[src/rtl/qlearn_pkg.sv]
// Shared constants, FSM encoding and LFSR step for the Q-learning core.
package qlearn_pkg;

  localparam int unsigned Q_WIDTH       = 16;
  localparam int unsigned STATES_WIDTH  = 4;
  localparam int unsigned NUM_ACTIONS   = 4;
  localparam int unsigned ACTIONS_WIDTH = $clog2(NUM_ACTIONS);
  localparam int unsigned LFSR_WIDTH    = 16;

  localparam logic [LFSR_WIDTH-1:0] LFSR_MASK = 16'hB400;
  localparam logic [LFSR_WIDTH-1:0] LFSR_SEED = 16'hACE1;

  typedef enum logic [1:0] {
    IDLE = 2'd0,
    SCAN = 2'd1,
    LAST = 2'd2,
    DONE = 2'd3
  } fsm_state_e;

  // One step of the right-shifting Galois LFSR.
  function automatic logic [LFSR_WIDTH-1:0] lfsr_step(input logic [LFSR_WIDTH-1:0] v);
    return (v >> 1) ^ (v[0] ? LFSR_MASK : '0);
  endfunction

endpackage

[src/rtl/qlearn_lfsr16.sv]
// 16-bit Galois LFSR with explicit advance, synchronous load and optional
// replacement of an all-zero seed (an all-zero state would lock up).
module qlearn_lfsr16
  import qlearn_pkg::*;
#(
  parameter logic [LFSR_WIDTH-1:0] SEED = LFSR_SEED
) (
  input  logic                  clk,
  input  logic                  rst_n,
  input  logic                  advance,
  input  logic                  load,
  input  logic                  zero_sub,
  input  logic [LFSR_WIDTH-1:0] load_value,
  output logic [LFSR_WIDTH-1:0] value
);

  logic load_zero;

  assign load_zero = zero_sub && (load_value == '0);

  // LFSR state: load has priority over advance.
  always_ff @(posedge clk or negedge rst_n) begin
    if (!rst_n) begin
      value <= SEED;
    end else if (load) begin
      value <= load_zero ? SEED : load_value;
    end else if (advance) begin
      value <= lfsr_step(value);
    end
  end

endmodule

[src/rtl/qlearn_action_select.sv]
// Epsilon-greedy action selector: scans a state's Q-values, tracks the signed
// maximum (lowest index on ties) and returns either the greedy action or an
// LFSR-drawn exploratory action.
module qlearn_action_select #(
  parameter int unsigned NUM_ACTIONS   = qlearn_pkg::NUM_ACTIONS,
  parameter int unsigned STATES_WIDTH  = qlearn_pkg::STATES_WIDTH,
  parameter int unsigned Q_WIDTH       = qlearn_pkg::Q_WIDTH,
  parameter logic [15:0] LFSR_SEED     = qlearn_pkg::LFSR_SEED,
  localparam int unsigned ACTIONS_WIDTH = $clog2(NUM_ACTIONS),
  localparam int unsigned ADDR_WIDTH    = STATES_WIDTH + ACTIONS_WIDTH
) (
  input  logic                     clk,
  input  logic                     rst_n,
  input  logic                     i_req,
  input  logic [STATES_WIDTH-1:0]  i_state,
  input  logic [15:0]              i_epsilon,
  input  logic                     i_seed_load,
  input  logic [15:0]              i_seed,
  output logic                     o_rd_en,
  output logic [ADDR_WIDTH-1:0]    o_rd_addr,
  input  logic [Q_WIDTH-1:0]       i_rd_data,
  output logic                     o_busy,
  output logic                     o_valid,
  output logic [ACTIONS_WIDTH-1:0] o_action,
  output logic                     o_explore,
  output logic [Q_WIDTH-1:0]       o_qmax,
  output logic [Q_WIDTH-1:0]       o_qsel
);

  import qlearn_pkg::*;

  localparam logic [ACTIONS_WIDTH-1:0] LAST_ACTION = ACTIONS_WIDTH'(NUM_ACTIONS - 1);

  fsm_state_e state, state_n;
  logic       accept, seed_ld, scan_last;

  logic [15:0]               lfsr_val;
  logic [ACTIONS_WIDTH-1:0]  ea_c;
  logic [ACTIONS_WIDTH-1:0]  cnt;
  logic [ACTIONS_WIDTH-1:0]  ea_q;
  logic [STATES_WIDTH-1:0]   st_q;
  logic                      explore_q;

  logic                      data_v;
  logic [ACTIONS_WIDTH-1:0]  data_idx;
  logic signed [Q_WIDTH-1:0] rd_q;
  logic signed [Q_WIDTH-1:0] max_q, max_n;
  logic signed [Q_WIDTH-1:0] qea_q, qea_n;
  logic [ACTIONS_WIDTH-1:0]  arg_q, arg_n;

  assign rd_q = $signed(i_rd_data);

  // Exploratory action: scale the low LFSR byte into 0..NUM_ACTIONS-1.
  assign ea_c = ACTIONS_WIDTH'((32'(lfsr_val[7:0]) * NUM_ACTIONS) >> 8);

  // Exploration random source; advances once per accepted request.
  qlearn_lfsr16 #(
    .SEED (LFSR_SEED)
  ) u_lfsr (
    .clk        (clk),
    .rst_n      (rst_n),
    .advance    (accept),
    .load       (seed_ld),
    .zero_sub   (1'b1),
    .load_value (i_seed),
    .value      (lfsr_val)
  );

  // FSM state register.
  always_ff @(posedge clk or negedge rst_n) begin
    if (!rst_n) begin
      state <= IDLE;
    end else begin
      state <= state_n;
    end
  end

  // Next state, acceptance and seed-load decode; seed load beats a request.
  always_comb begin
    state_n   = state;
    accept    = 1'b0;
    seed_ld   = 1'b0;
    scan_last = (cnt == LAST_ACTION);
    case (state)
      IDLE: begin
        if (i_seed_load) begin
          seed_ld = 1'b1;
        end else if (i_req) begin
          accept  = 1'b1;
          state_n = SCAN;
        end
      end
      SCAN:    if (scan_last) state_n = LAST;
      LAST:    state_n = DONE;
      DONE:    state_n = IDLE;
      default: state_n = IDLE;
    endcase
  end

  // Request capture and Q-memory address sequencing.
  always_ff @(posedge clk or negedge rst_n) begin
    if (!rst_n) begin
      st_q      <= '0;
      cnt       <= '0;
      ea_q      <= '0;
      explore_q <= 1'b0;
      o_rd_en   <= 1'b0;
      o_rd_addr <= '0;
      o_busy    <= 1'b0;
    end else begin
      o_busy <= (state_n != IDLE);
      if (accept) begin
        st_q      <= i_state;
        cnt       <= '0;
        ea_q      <= ea_c;
        explore_q <= (lfsr_val < i_epsilon);
        o_rd_en   <= 1'b1;
        o_rd_addr <= {i_state, ACTIONS_WIDTH'(0)};
      end else if (state == SCAN) begin
        if (scan_last) begin
          o_rd_en <= 1'b0;
        end else begin
          cnt       <= cnt + ACTIONS_WIDTH'(1);
          o_rd_addr <= {st_q, cnt + ACTIONS_WIDTH'(1)};
        end
      end
    end
  end

  // Running max/argmax over returned words; first word seeds the max.
  always_comb begin
    max_n = max_q;
    arg_n = arg_q;
    qea_n = qea_q;
    if (data_v) begin
      if ((data_idx == '0) || (rd_q > max_q)) begin
        max_n = rd_q;
        arg_n = data_idx;
      end
      if (data_idx == ea_q) begin
        qea_n = rd_q;
      end
    end
  end

  // Read-data alignment and running compare registers.
  always_ff @(posedge clk or negedge rst_n) begin
    if (!rst_n) begin
      data_v   <= 1'b0;
      data_idx <= '0;
      max_q    <= '0;
      arg_q    <= '0;
      qea_q    <= '0;
    end else begin
      data_v   <= o_rd_en;
      data_idx <= o_rd_addr[ACTIONS_WIDTH-1:0];
      max_q    <= max_n;
      arg_q    <= arg_n;
      qea_q    <= qea_n;
    end
  end

  // Result registers, loaded at the end of LAST and held until the next result.
  always_ff @(posedge clk or negedge rst_n) begin
    if (!rst_n) begin
      o_valid   <= 1'b0;
      o_action  <= '0;
      o_explore <= 1'b0;
      o_qmax    <= '0;
      o_qsel    <= '0;
    end else begin
      o_valid <= (state == LAST);
      if (state == LAST) begin
        o_explore <= explore_q;
        o_action  <= explore_q ? ea_q : arg_n;
        o_qmax    <= max_n;
        o_qsel    <= explore_q ? qea_n : max_n;
      end
    end
  end

endmodule

[config.mk]
export PLATFORM = sky130hd
export DESIGN_NAME = qlearn_action_select
export DESIGN_NICKNAME = d
export VERILOG_FILES = /design/src/rtl/qlearn_pkg.sv /design/src/rtl/qlearn_lfsr16.sv /design/src/rtl/qlearn_action_select.sv
export SDC_FILE = /design/constraint.sdc
export NUM_CORES = 1
export LEC_CHECK = 0
export ABC_CLOCK_PERIOD_IN_PS = 3500
export BUFFER_PORTS_ARGS = -buffer_cell sky130_fd_sc_hd__clkbuf_2
export CAP_MARGIN = 0
export CORE_MARGIN = 5
export CORE_UTILIZATION = 30
export DETAILED_ROUTE_END_ITERATION = 6
export SLEW_MARGIN = 0
export SYNTH_ARGS = -nofsm -noshare
export SYNTH_HDL_FRONTEND = slang
export SYNTH_HIERARCHICAL = 1
export SYNTH_SLANG_ARGS = --single-unit
[constraint.sdc]
create_clock -name clk -period 3.5 [get_ports clk]
set_input_delay 0.7 -clock clk [delete_from_list [all_inputs] [get_ports clk]]
set_output_delay 0.7 -clock clk [all_outputs]
set_load 0.01 [all_outputs]
==> results of run 1 <==
==> final cells by class <==
type / count / share of cell area
clock buffer: 10 / 0.03571
timing repair buffer: 106 / 0.08782
multi-input combinational: 314 / 0.3761
sequential: 106 / 0.4153
tap: 229 / 0.04469
clock inverter: 6 / 0.009368
inverter: 53 / 0.03103
==> layer usage <==
layer / share of wire / vias to the layer above / global-route usage / routed length (um)
met5: 0 / - / 0 / 0
met3: 0.061 / 10 / 0.03295 / 776
met1: 0.46 / 1903 / 0.1782 / 5851
met2: 0.47 / 114 / 0.2092 / 6026
met4: 0.0081 / 0 / 0.02577 / 103
li1: - / 1895 / - / -
==> power by group <==
group	total (mW)	internal (mW)	switching [mW]
clock network	0.989	0.500	0.489
registers	2.32	1.89	0.429
logic	2.93	1.32	1.61
total	6.24	3.72	2.53
==> flip-flops by register name, summed over array words and instances (netlist names) <==
name,flops
o_rd_en,1
st_q,4
state,2
max_q,16
u_lfsr/value,16
o_explore,1
qea_q,16
o_action,2
data_v,1
o_valid,1
o_rd_addr,6
o_busy,1
ea_q,2
o_qmax,16
o_qsel,16
arg_q,2
data_idx,2
explore_q,1
==> Yosys cell counts (2+ instances only) <==
| cell type | number | area [sq um] |
|---|---|---|
| nor4_1 | 2 | 12.51 |
| nand3b_1 | 3 | 22.52 |
| xnor2_1 | 5 | 43.79 |
| o221ai_1 | 6 | 52.55 |
| nor2b_1 | 3 | 18.77 |
| dfstp_2 | 8 | 210.2 |
| nand3_1 | 4 | 20.02 |
| o21ai_0 | 18 | 90.09 |
| a21o_1 | 5 | 37.54 |
| buf_4 | 2 | 15.01 |
| mux2_2 | 24 | 270.3 |
| nand2b_1 | 5 | 31.28 |
| nand4_1 | 6 | 37.54 |
| mux2i_1 | 19 | 190.2 |
| nand2_1 | 89 | 334.1 |
| a211o_1 | 3 | 26.28 |
| inv_1 | 52 | 195.2 |
| a211oi_2 | 2 | 25.02 |
| mux2i_2 | 10 | 137.6 |
| ha_1 | 32 | 400.4 |
| nor4_4 | 2 | 42.54 |
| clkbuf_1 | 14 | 52.55 |
| dfrtp_1 | 98 | 2452 |
| o211ai_2 | 3 | 37.54 |
| o221ai_2 | 10 | 150.1 |
| o221a_1 | 2 | 22.52 |
| a21oi_1 | 12 | 60.06 |
| o21ai_1 | 17 | 85.08 |
| nor3_1 | 3 | 15.01 |
| nor2_1 | 8 | 30.03 |
| o21a_1 | 2 | 15.01 |
==> worst min path at each step <==
stage,to,from,cells after the start,slack [ps]
floorplan,arg_q[0]$_DFF_PN0_,rst_n,0,400
global placement,data_v$_DFF_PN0_,o_rd_en$_DFFE_PN0P_,0,400
detailed placement,data_v$_DFF_PN0_,o_rd_en$_DFFE_PN0P_,0,410
CTS,data_v$_DFF_PN0_,o_rd_en$_DFFE_PN0P_,0,430
global route,data_v$_DFF_PN0_,o_rd_en$_DFFE_PN0P_,0,450
finish,max_q[6]$_DFF_PN0_,rst_n,1,420
==> kinds of logic after synthesis <==
kind of cell	count (synthesis)
and+or+nand+nor	136
DFF	106
AOI/OAI and AO/OA	85
buffers and inverters	73
muxes	54
adders and majority gates	32
xor gates and xnor gates	6
other	1
==> results.py, run 1 <==
metrics = {
    "run_status": {
        "status": "finished clean",
    },
    "cts": {
        "path_clk_slew_ps": 80,
        "post_cts_buffers": 0,
        "htree_levels": 3,
        "worst_skew_pair.late_latency_ps": 350,
        "cts_tree": "done",
        "ctsHoldBuffers": 0,
        "cts_resized": 0,
        "clockBufferDepth": 2,
        "cts_buffers": 9,
        "cts.sinks": 106,
        "cts_root_buf": "clkbuf_16",
    },
    "timing": {
        "fin_crit_sh": 0.8276,
        "hold_violations": 0,
        "clock.fmax_ghz": 0.3452,
        "clock-skew-final_ps": 14.45,
        "slew_viol_final": 0,
        "setup_slack_ps": 603.2,
        "setup_viol": 0,
        "fin_setup_tns_ps": 0,
        "rsz0062_at_grt": "no",
        "hold_ws_ps": 415.3,
        "slew_headroom": 0.4169,
        "worstMarginPinSlew_ps": 874.7,
        "fin_crit_ps": 2897,
    },
    "synth": {
        "ys_warn_count": 6,
        "syn_nets": 581,
        "syn_inst": 493,
        "synthXorXnorAreaFrac": 0.009781,
        "postSynthAreaPerCell_sq_um": 10.90,
        "synthArstFlopShare": 1.000,
        "syn-cell-area_sq_um": 5373,
        "yosys_register_bits": 106,
        "synth_compound_area_frac": 0.1220,
        "synth-seq-area-share": 0.4956,
        "synth_top_family_by_area": "simple AND/OR/NAND/NOR gates",
        "synthAdderAreaFrac": 0.07452,
        "synth-edff-count": 0,
        "ys.flop_type": "dfrtp_1",
        "muxShareOfSynthArea": 0.1134,
        "synth_cell_types": 55,
        "synth-simple-area-share": 0.1269,
    },
    "setup_path": {
        "crit_end": "o_qsel[1]$_DFFE_PN0P_",
        "path_depth": 9,
        "path_class": "input pin to flip-flop",
        "path_cells": "clkbuf_2, ha_1, nand4_2, nor2_1, o2bb2ai_1, or4b_4, nand3_4, mux2i_1, o221ai_1",
        "reg2regPathDepth": 9,
        "rr_endpoint": "o_qsel[1]$_DFFE_PN0P_",
        "critPathLaunch": "i_rd_data[15]",
        "cpPeakStageDelay_ps": 570,
        "slowest_stage": "or4b_4",
        "cp.required_ps": 3690,
        "rrSetupSlack_ps": 690,
        "start_kind": "input pin",
        "cp_top_family": "simple AND/OR/NAND/NOR gates",
        "cp.arrival_ps": 3090,
        "cp_max_fo": 16,
        "worstSetupEndpointType": "flip-flop",
        "crit_buf_inv": 1,
        "r2r_start": "max_q[11]$_DFF_PN0_",
    },
    "finish": {
        "stdcell_count": 824,
        "antennaDiodeCount": 0,
        "stdcell_area_sq_um": 6411,
        "utilization": 0.3606,
        "fill_cells": 1820,
        "nNetsFinal": 678,
        "most-common-layout-cells": "98 x dfrtp_1, 98 x clkbuf_2, 89 x nand2_1",
        "multi_input_area_sq_um": 2411,
        "seq_area_sq_um": 2663,
        "area_growth_pct": 19.33,
        "drive_gt1_frac": 0.3227,
    },
    "die": {
        "num_io_pins": 100,
        "core_area_sq_um": 17780,
        "num_rows": 49,
        "die_x_um": 143.8,
        "initial_core_util": 0.3022,
        "die_h_um": 143.8,
        "die_area_sq_um": 20690,
    },
    "power": {
        "fin_total_pwr_mw": 6.241,
        "vdd_drop_max_uv": 377.2,
        "leakage_nw": 3.142,
        "pwr_density_cell_nw_per_um2": 973.5,
    },
    "routing": {
        "vias_per_cell": 4.760,
        "final_antenna_net_count": 0,
        "wl_per_cell_um": 15.48,
        "drtIter0Drc": 171,
        "routed_wirelength_um": 12760,
        "routed-via-count": 3922,
        "first_pass_iters": 4,
        "drc": 0,
    },
    "placed_design": {
        "place.gp.congestion": 0.8034,
        "hpwlAfterDp_um": 9406,
        "io_buffers": 99,
        "placed_area_sq_um": 6122,
        "dp_cells": 808,
        "dp_worst_setup_slack_ps": 235.2,
    },
    "grt": {
        "grt_pass1_wl_um": 21450,
        "grt-ovfl-total": 0,
        "track_usage": 0.1299,
        "grt_max_degree": 69,
        "antenna_found_initial": 0,
        "grt_pass1_vias": 4157,
    },
    "worst_hold_path": {
        "hp-class": "input pin to asynchronous set/reset pin",
    },
    "run": {
        "cap_violations": 0,
    },
}
No activity file was read; power rests on OpenSTA's default activity.
==> run 2: changes to the inputs <==
--- a/config.mk
+++ b/config.mk
@@ -5,7 +5,7 @@
 export SDC_FILE = /design/constraint.sdc
 export NUM_CORES = 1
 export LEC_CHECK = 0
-export ABC_CLOCK_PERIOD_IN_PS = 3500
+export ABC_CLOCK_PERIOD_IN_PS = 2600
 export BUFFER_PORTS_ARGS = -buffer_cell sky130_fd_sc_hd__clkbuf_2
 export CAP_MARGIN = 0
 export CORE_MARGIN = 5
==> constraint.sdc (replaced) <==
create_clock -name clk -period 2.6 [get_ports clk]
set_input_delay 0.52 -clock clk [delete_from_list [all_inputs] [get_ports clk]]
set_output_delay 0.52 -clock clk [all_outputs]
set_load 0.01 [all_outputs]
==> run 2 against run 1 <==
Effect of this change: clock skew fell by 2.0 ps; combinational power up 73%; count of clock-buffer cells in the layout did not move; power increased by 52%; routed wire length is 4.3% higher; worst hold slack got worse by 220 ps; first-iteration DRC count up 16%; cell area grew 9.6%; via count increased by 3.2%; critical path depth grew 1; non-clock buffer count grew 36; sequential share of layout area down 3.6 points.
==> results.py, run 2 (synthesis gave the netlist of run 1 again) <==
metrics = {
    "cts": {
        "clockBufferDepth": 2,
        "cts_tree": "done",
        "worst_skew_pair.late_latency_ps": 350,
        "cts.sinks": 106,
        "cts_root_buf": "clkbuf_16",
        "htree_levels": 3,
        "path_clk_slew_ps": 80,
        "cts_buffers": 9,
    },
    "setup_path": {
        "path_class": "flip-flop to flip-flop",
        "rrSetupSlack_ps": 50,
        "cp_max_fo": 8,
        "crit_end": "o_qsel[15]$_DFFE_PN0P_",
        "cp.arrival_ps": 2740,
        "cp.required_ps": 2790,
        "r2r_start": "max_q[1]$_DFF_PN0_",
        "start_kind": "flip-flop",
        "rr_endpoint": "o_qsel[15]$_DFFE_PN0P_",
        "reg2regPathDepth": 10,
        "worstSetupEndpointType": "flip-flop",
        "critPathLaunch": "max_q[1]$_DFF_PN0_",
    },
    "routing": {
        "wl_per_cell_um": 15.49,
        "drc": 0,
        "routed_wirelength_um": 13310,
        "final_antenna_net_count": 0,
        "routed-via-count": 4047,
        "vias_per_cell": 4.711,
        "drtIter0Drc": 199,
        "first_pass_iters": 4,
    },
    "finish": {
        "stdcell_area_sq_um": 7027,
        "nNetsFinal": 714,
        "stdcell_count": 859,
        "utilization": 0.3952,
        "antennaDiodeCount": 0,
        "drive_gt1_frac": 0.4032,
        "area_growth_pct": 30.79,
        "most-common-layout-cells": "98 x dfrtp_1, 98 x clkbuf_2, 89 x nand2_1",
    },
    "power": {
        "leakage_nw": 3.333,
        "fin_total_pwr_mw": 9.464,
        "pwr_density_cell_nw_per_um2": 1347,
        "vdd_drop_max_uv": 579.2,
    },
    "grt": {
        "grt-ovfl-total": 0,
        "antenna_found_initial": 0,
        "grt_pass1_vias": 4169,
        "grt_pass1_wl_um": 21350,
        "track_usage": 0.1314,
        "grt_max_degree": 69,
    },
    "timing": {
        "setup_slack_ps": 47.80,
        "worstMarginPinSlew_ps": 761.9,
        "clock.fmax_ghz": 0.3918,
        "slew_headroom": 0.4921,
        "setup_viol": 0,
        "fin_crit_ps": 2552,
        "slew_viol_final": 0,
        "rsz0062_at_grt": "yes",
        "clock-skew-final_ps": 12.46,
        "fin_crit_sh": 0.9816,
        "hold_violations": 0,
    },
    "die": {
        "die_area_sq_um": 20690,
        "num_io_pins": 100,
        "core_area_sq_um": 17780,
        "die_x_um": 143.8,
        "die_h_um": 143.8,
        "initial_core_util": 0.3022,
        "num_rows": 49,
    },
    "worst_hold_path": {
        "hp-class": "input pin to asynchronous set/reset pin",
    },
    "run": {
        "cap_violations": 0,
    },
    "run_status": {
        "status": "finished clean",
    },
    "placed_design": {
        "placed_area_sq_um": 6312,
        "hpwlAfterDp_um": 9699,
        "place.gp.congestion": 0.7974,
        "dp_worst_setup_slack_ps": -265.8,
        "io_buffers": 99,
        "dp_cells": 830,
    },
}
[run 2: cell count changes in the layout (fill, tap and decap cells not counted), moves of 6 or more]
cell	previous run	this run
mux2i_4	0	16
mux2i_2	10	0
ha_4	0	8
mux2i_1	19	13
buf_4	7	40
ha_1	32	24
[run 2: critical path: stages (launching register included)]
cell       delay (ps)
dfrtp_1           410
inv_1             100
ha_4              200
nor2b_2           150
o211ai_2          210
a2111oi_4         110
or4b_4            520
nand3_4           130
buf_12            180
mux2i_4           250
o221ai_1          130
[run 2: per-layer routing]
layer	up-vias	GRT usage	share of wire
met5	-	0	0
met4	0	0.03122	0.010
met3	9	0.03694	0.061
met2	106	0.2195	0.48
met1	1961	0.1694	0.45
li1	1971	-	-
[run 2: how the worst min path moves through the flow]
stage	from	endpoint	slack (ps)	depth (start not counted)
after floorplan	rst_n	arg_q[0]$_DFF_PN0_	220	0
after global placement	o_rd_en$_DFFE_PN0P_	data_v$_DFF_PN0_	410	0
after detailed placement	o_rd_en$_DFFE_PN0P_	data_v$_DFF_PN0_	410	0
after CTS	rst_n	o_qmax[0]$_DFFE_PN0P_	220	1
after global routing	rst_n	o_qsel[6]$_DFFE_PN0P_	250	1
final	rst_n	o_qsel[6]$_DFFE_PN0P_	200	1
[run 2: area by class of cell]
type / count / area, sq um
fillers: 1737 / 10750
multi-input cells: 314 / 2739
flip-flops and latches: 106 / 2663
repair buffers: 142 / 862.1
well taps: 229 / 286.5
clock buffers: 10 / 239.0
inverters: 53 / 198.9
clock inverters: 5 / 38.79
[run 2: what timing repair did]
action / in CTS / in global routing
endpoints found under the hold margin: 0 / 0
endpoints found under the setup margin: 1 / 50
gates resized for setup: 1 / 45
pin swaps: 0 / 25
buffers inserted: 0 / 14
hold buffers: 0 / 0
[run 2: metrics by stage]
stage	hold WS [ps]	TNS (ps)
floorplan	224.4	0
global placement	410.0	-5685
detailed placement	406.6	-8575
CTS	225.0	0
global route	247.2	-1133
finish	196.5	0
[run 2: report_power, final]
part,internal [mW],switching (mW),total [mW]
registers,2.55,0.527,3.08
logic,2.50,2.59,5.08
clock network,0.680,0.624,1.30
total,5.73,3.74,9.46
==> run 3: changes to the inputs <==
--- a/config.mk
+++ b/config.mk
@@ -6,11 +6,11 @@
 export NUM_CORES = 1
 export LEC_CHECK = 0
 export ABC_CLOCK_PERIOD_IN_PS = 2600
-export BUFFER_PORTS_ARGS = -buffer_cell sky130_fd_sc_hd__clkbuf_2
 export CAP_MARGIN = 0
-export CORE_MARGIN = 5
+export CORE_MARGIN = 2
 export CORE_UTILIZATION = 30
 export DETAILED_ROUTE_END_ITERATION = 6
+export DONT_BUFFER_PORTS = 1
 export SLEW_MARGIN = 0
 export SYNTH_ARGS = -nofsm -noshare
 export SYNTH_HDL_FRONTEND = slang
==> run 3 against run 2 <==
Effect of this change: utilization fell by 2.6 points; sequential power rose by 8.4%; routed wire length fell by 6.7%; register-to-register slack barely moved; largest power group unchanged; non-clock buffer count fell by 115; sequential share of layout area rose by 3.5 points; clock power barely moved; the run now ends with negative hold slack left; combinational power fell by 14%; cell area fell by 8.5%.
==> results.py, run 3 (synthesis gave the netlist of run 1 again) <==
metrics = {
    "run_status": {
        "status": "complete, but fails checks",
        "violations": "negative hold slack",
    },
    "routing": {
        "final_antenna_net_count": 0,
        "vias_per_cell": 4.826,
        "drc": 0,
        "routed-via-count": 3576,
        "drtIter0Drc": 154,
        "first_pass_iters": 4,
        "routed_wirelength_um": 12410,
        "wl_per_cell_um": 16.75,
    },
    "setup_path": {
        "slowest_stage": "dfrtp_1",
        "r2r_start": "max_q[11]$_DFF_PN0_",
        "critPathLaunch": "max_q[11]$_DFF_PN0_",
        "cp_top_family": "buffers and inverters",
        "cpPeakStageDelay_ps": 410,
        "crit_end": "o_qsel[9]$_DFFE_PN0P_",
        "reg2regPathDepth": 11,
        "path_depth": 11,
        "rr_endpoint": "o_qsel[9]$_DFFE_PN0P_",
        "cp.arrival_ps": 2770,
        "start_kind": "flip-flop",
        "path_class": "flip-flop to flip-flop",
        "crit_buf_inv": 4,
        "critPathMostFrequentCell": "buf_12",
        "cp_max_fo": 8,
        "rrSetupSlack_ps": 40,
        "path_cells": "inv_2, ha_4, nand4_1, buf_4, a2111oi_4, buf_12, o311ai_4, nand3_4, buf_12, mux2i_4, o221ai_2",
        "cp.required_ps": 2810,
        "worstSetupEndpointType": "flip-flop",
    },
    "finish": {
        "antennaDiodeCount": 0,
        "area_growth_pct": 19.70,
        "mostFrequentLayoutCell": "dfrtp_1",
        "utilization": 0.3693,
        "drive_gt1_frac": 0.2752,
        "nNetsFinal": 599,
        "most-common-layout-cells": "98 x dfrtp_1, 89 x nand2_1, 48 x inv_1",
    },
    "timing": {
        "clock-skew-final_ps": 10.77,
        "fin_crit_ps": 2564,
        "clock.fmax_ghz": 0.3901,
        "hold_violations": 98,
        "fin_crit_sh": 0.9860,
        "setup_viol": 0,
        "hold_ws_ps": -140.6,
        "rsz0062_at_grt": "yes",
        "worstMarginPinSlew_ps": 736.5,
        "slew_headroom": 0.5090,
        "slew_viol_final": 0,
    },
    "grt": {
        "grt_pass1_wl_um": 19310,
        "grt-ovfl-total": 0,
        "use_met2": 0.2219,
        "gr-usage-met3": 0.05850,
        "track_usage": 0.1326,
        "grt_pass1_vias": 3732,
        "grt_max_degree": 107,
        "antenna_found_initial": 0,
        "grt_util_met1": 0.1564,
        "grt_busiest_layer": "met2",
    },
    "cts": {
        "worst_skew_pair.late_latency_ps": 350,
        "cts_tree": "done",
        "clockBufferDepth": 2,
        "cts.sinks": 106,
        "cts_buffers": 9,
        "htree_levels": 3,
        "cts_root_buf": "clkbuf_16",
        "path_clk_slew_ps": 80,
    },
    "die": {
        "die_h_um": 137.8,
        "initial_core_util": 0.3085,
        "num_rows": 48,
        "core_area_sq_um": 17420,
        "num_io_pins": 100,
        "die_area_sq_um": 19000,
        "die_x_um": 137.8,
    },
    "power": {
        "pwr-share-clk": 0.146,
        "vdd_drop_max_uv": 552.9,
        "p_sw_mw": 3.587,
        "fin_total_pwr_mw": 9.020,
        "pwr_density_cell_nw_per_um2": 1403,
        "pwr-share-comb": 0.484,
        "sequentialPowerShare": 0.370,
        "p_sw_frac": 0.3976,
        "leakage_nw": 2.839,
        "p_int_mw": 5.433,
    },
    "placed_design": {
        "io_buffers": 0,
        "place.gp.congestion": 0.8124,
        "hpwlAfterDp_um": 8621,
    },
    "run": {
        "cap_violations": 0,
    },
    "worst_hold_path": {
        "hp-class": "input pin to asynchronous set/reset pin",
    },
}
## run 3: layout make-up
| class | instances | area, sq um |
|---|---|---|
| clock buffer | 10 | 239.0 |
| clock inverter | 6 | 50.05 |
| fill | 1721 | 10990 |
| inverter | 53 | 198.9 |
| multi-input combinational | 314 | 2759 |
| sequential | 106 | 2663 |
| tap | 225 | 281.5 |
| timing repair buffer | 27 | 240.2 |
## run 3: how the worst min path moves through the flow
| stage | startpoint | to | slack [ps] |
|---|---|---|---|
| detailed placement | rst_n | o_qmax[6]$_DFFE_PN0P_ | 230 |
| CTS | rst_n | o_qsel[9]$_DFFE_PN0P_ | -150 |
| global route | rst_n | o_qsel[9]$_DFFE_PN0P_ | -170 |
| finish | rst_n | o_qmax[0]$_DFFE_PN0P_ | -140 |
| global placement | rst_n | qea_q[6]$_DFF_PN0_ | 230 |
| floorplan | rst_n | arg_q[0]$_DFF_PN0_ | 220 |
## run 3: metal layers
layer	vias to the layer above	routed length, um
met3	9	1141
met2	103	5947
met1	1727	5196
met4	0	127
li1	1737	-
met5	-	0
## run 3: what timing repair did
action | 4_1_cts | 5_1_grt
endpoints found under the setup margin | 22 | 45
pin swaps | 2 | 16
hold endpoints to repair | 98 | 98
setup buffers | 2 | 8
resized for setup | 11 | 37
## run 3: power by group through the flow
stage	Sequential (mW)	Combinational (mW)	Clock [mW]
floorplan	3.11	2.86	0
global placement	3.34	3.50	0
detailed placement	3.37	3.63	0
CTS	3.35	3.88	1.36
global route	3.47	4.79	1.43
finish	3.34	4.36	1.32
## run 3: stage by stage
| stage | worst slack (ps) | instances | cell area (sq um) | hold WS [ps] | TNS, ps |
|---|---|---|---|---|---|
| 4_1_cts | -3.783 | 733 | 6105 | -153.2 | -9.957 |
| 3_5_place_dp | -141.8 | 715 | 5707 | 227.0 | -2622 |
| 6_report | 36.28 | 741 | 6431 | -140.6 | 0 |
| 3_3_place_gp | -56.16 | 715 | 5707 | 227.2 | -845.5 |
| 5_1_grt | -68.66 | 741 | 6431 | -169.7 | -1461 |
| 2_1_floorplan | 1.965 | 493 | 5373 | 224.4 | 0 |
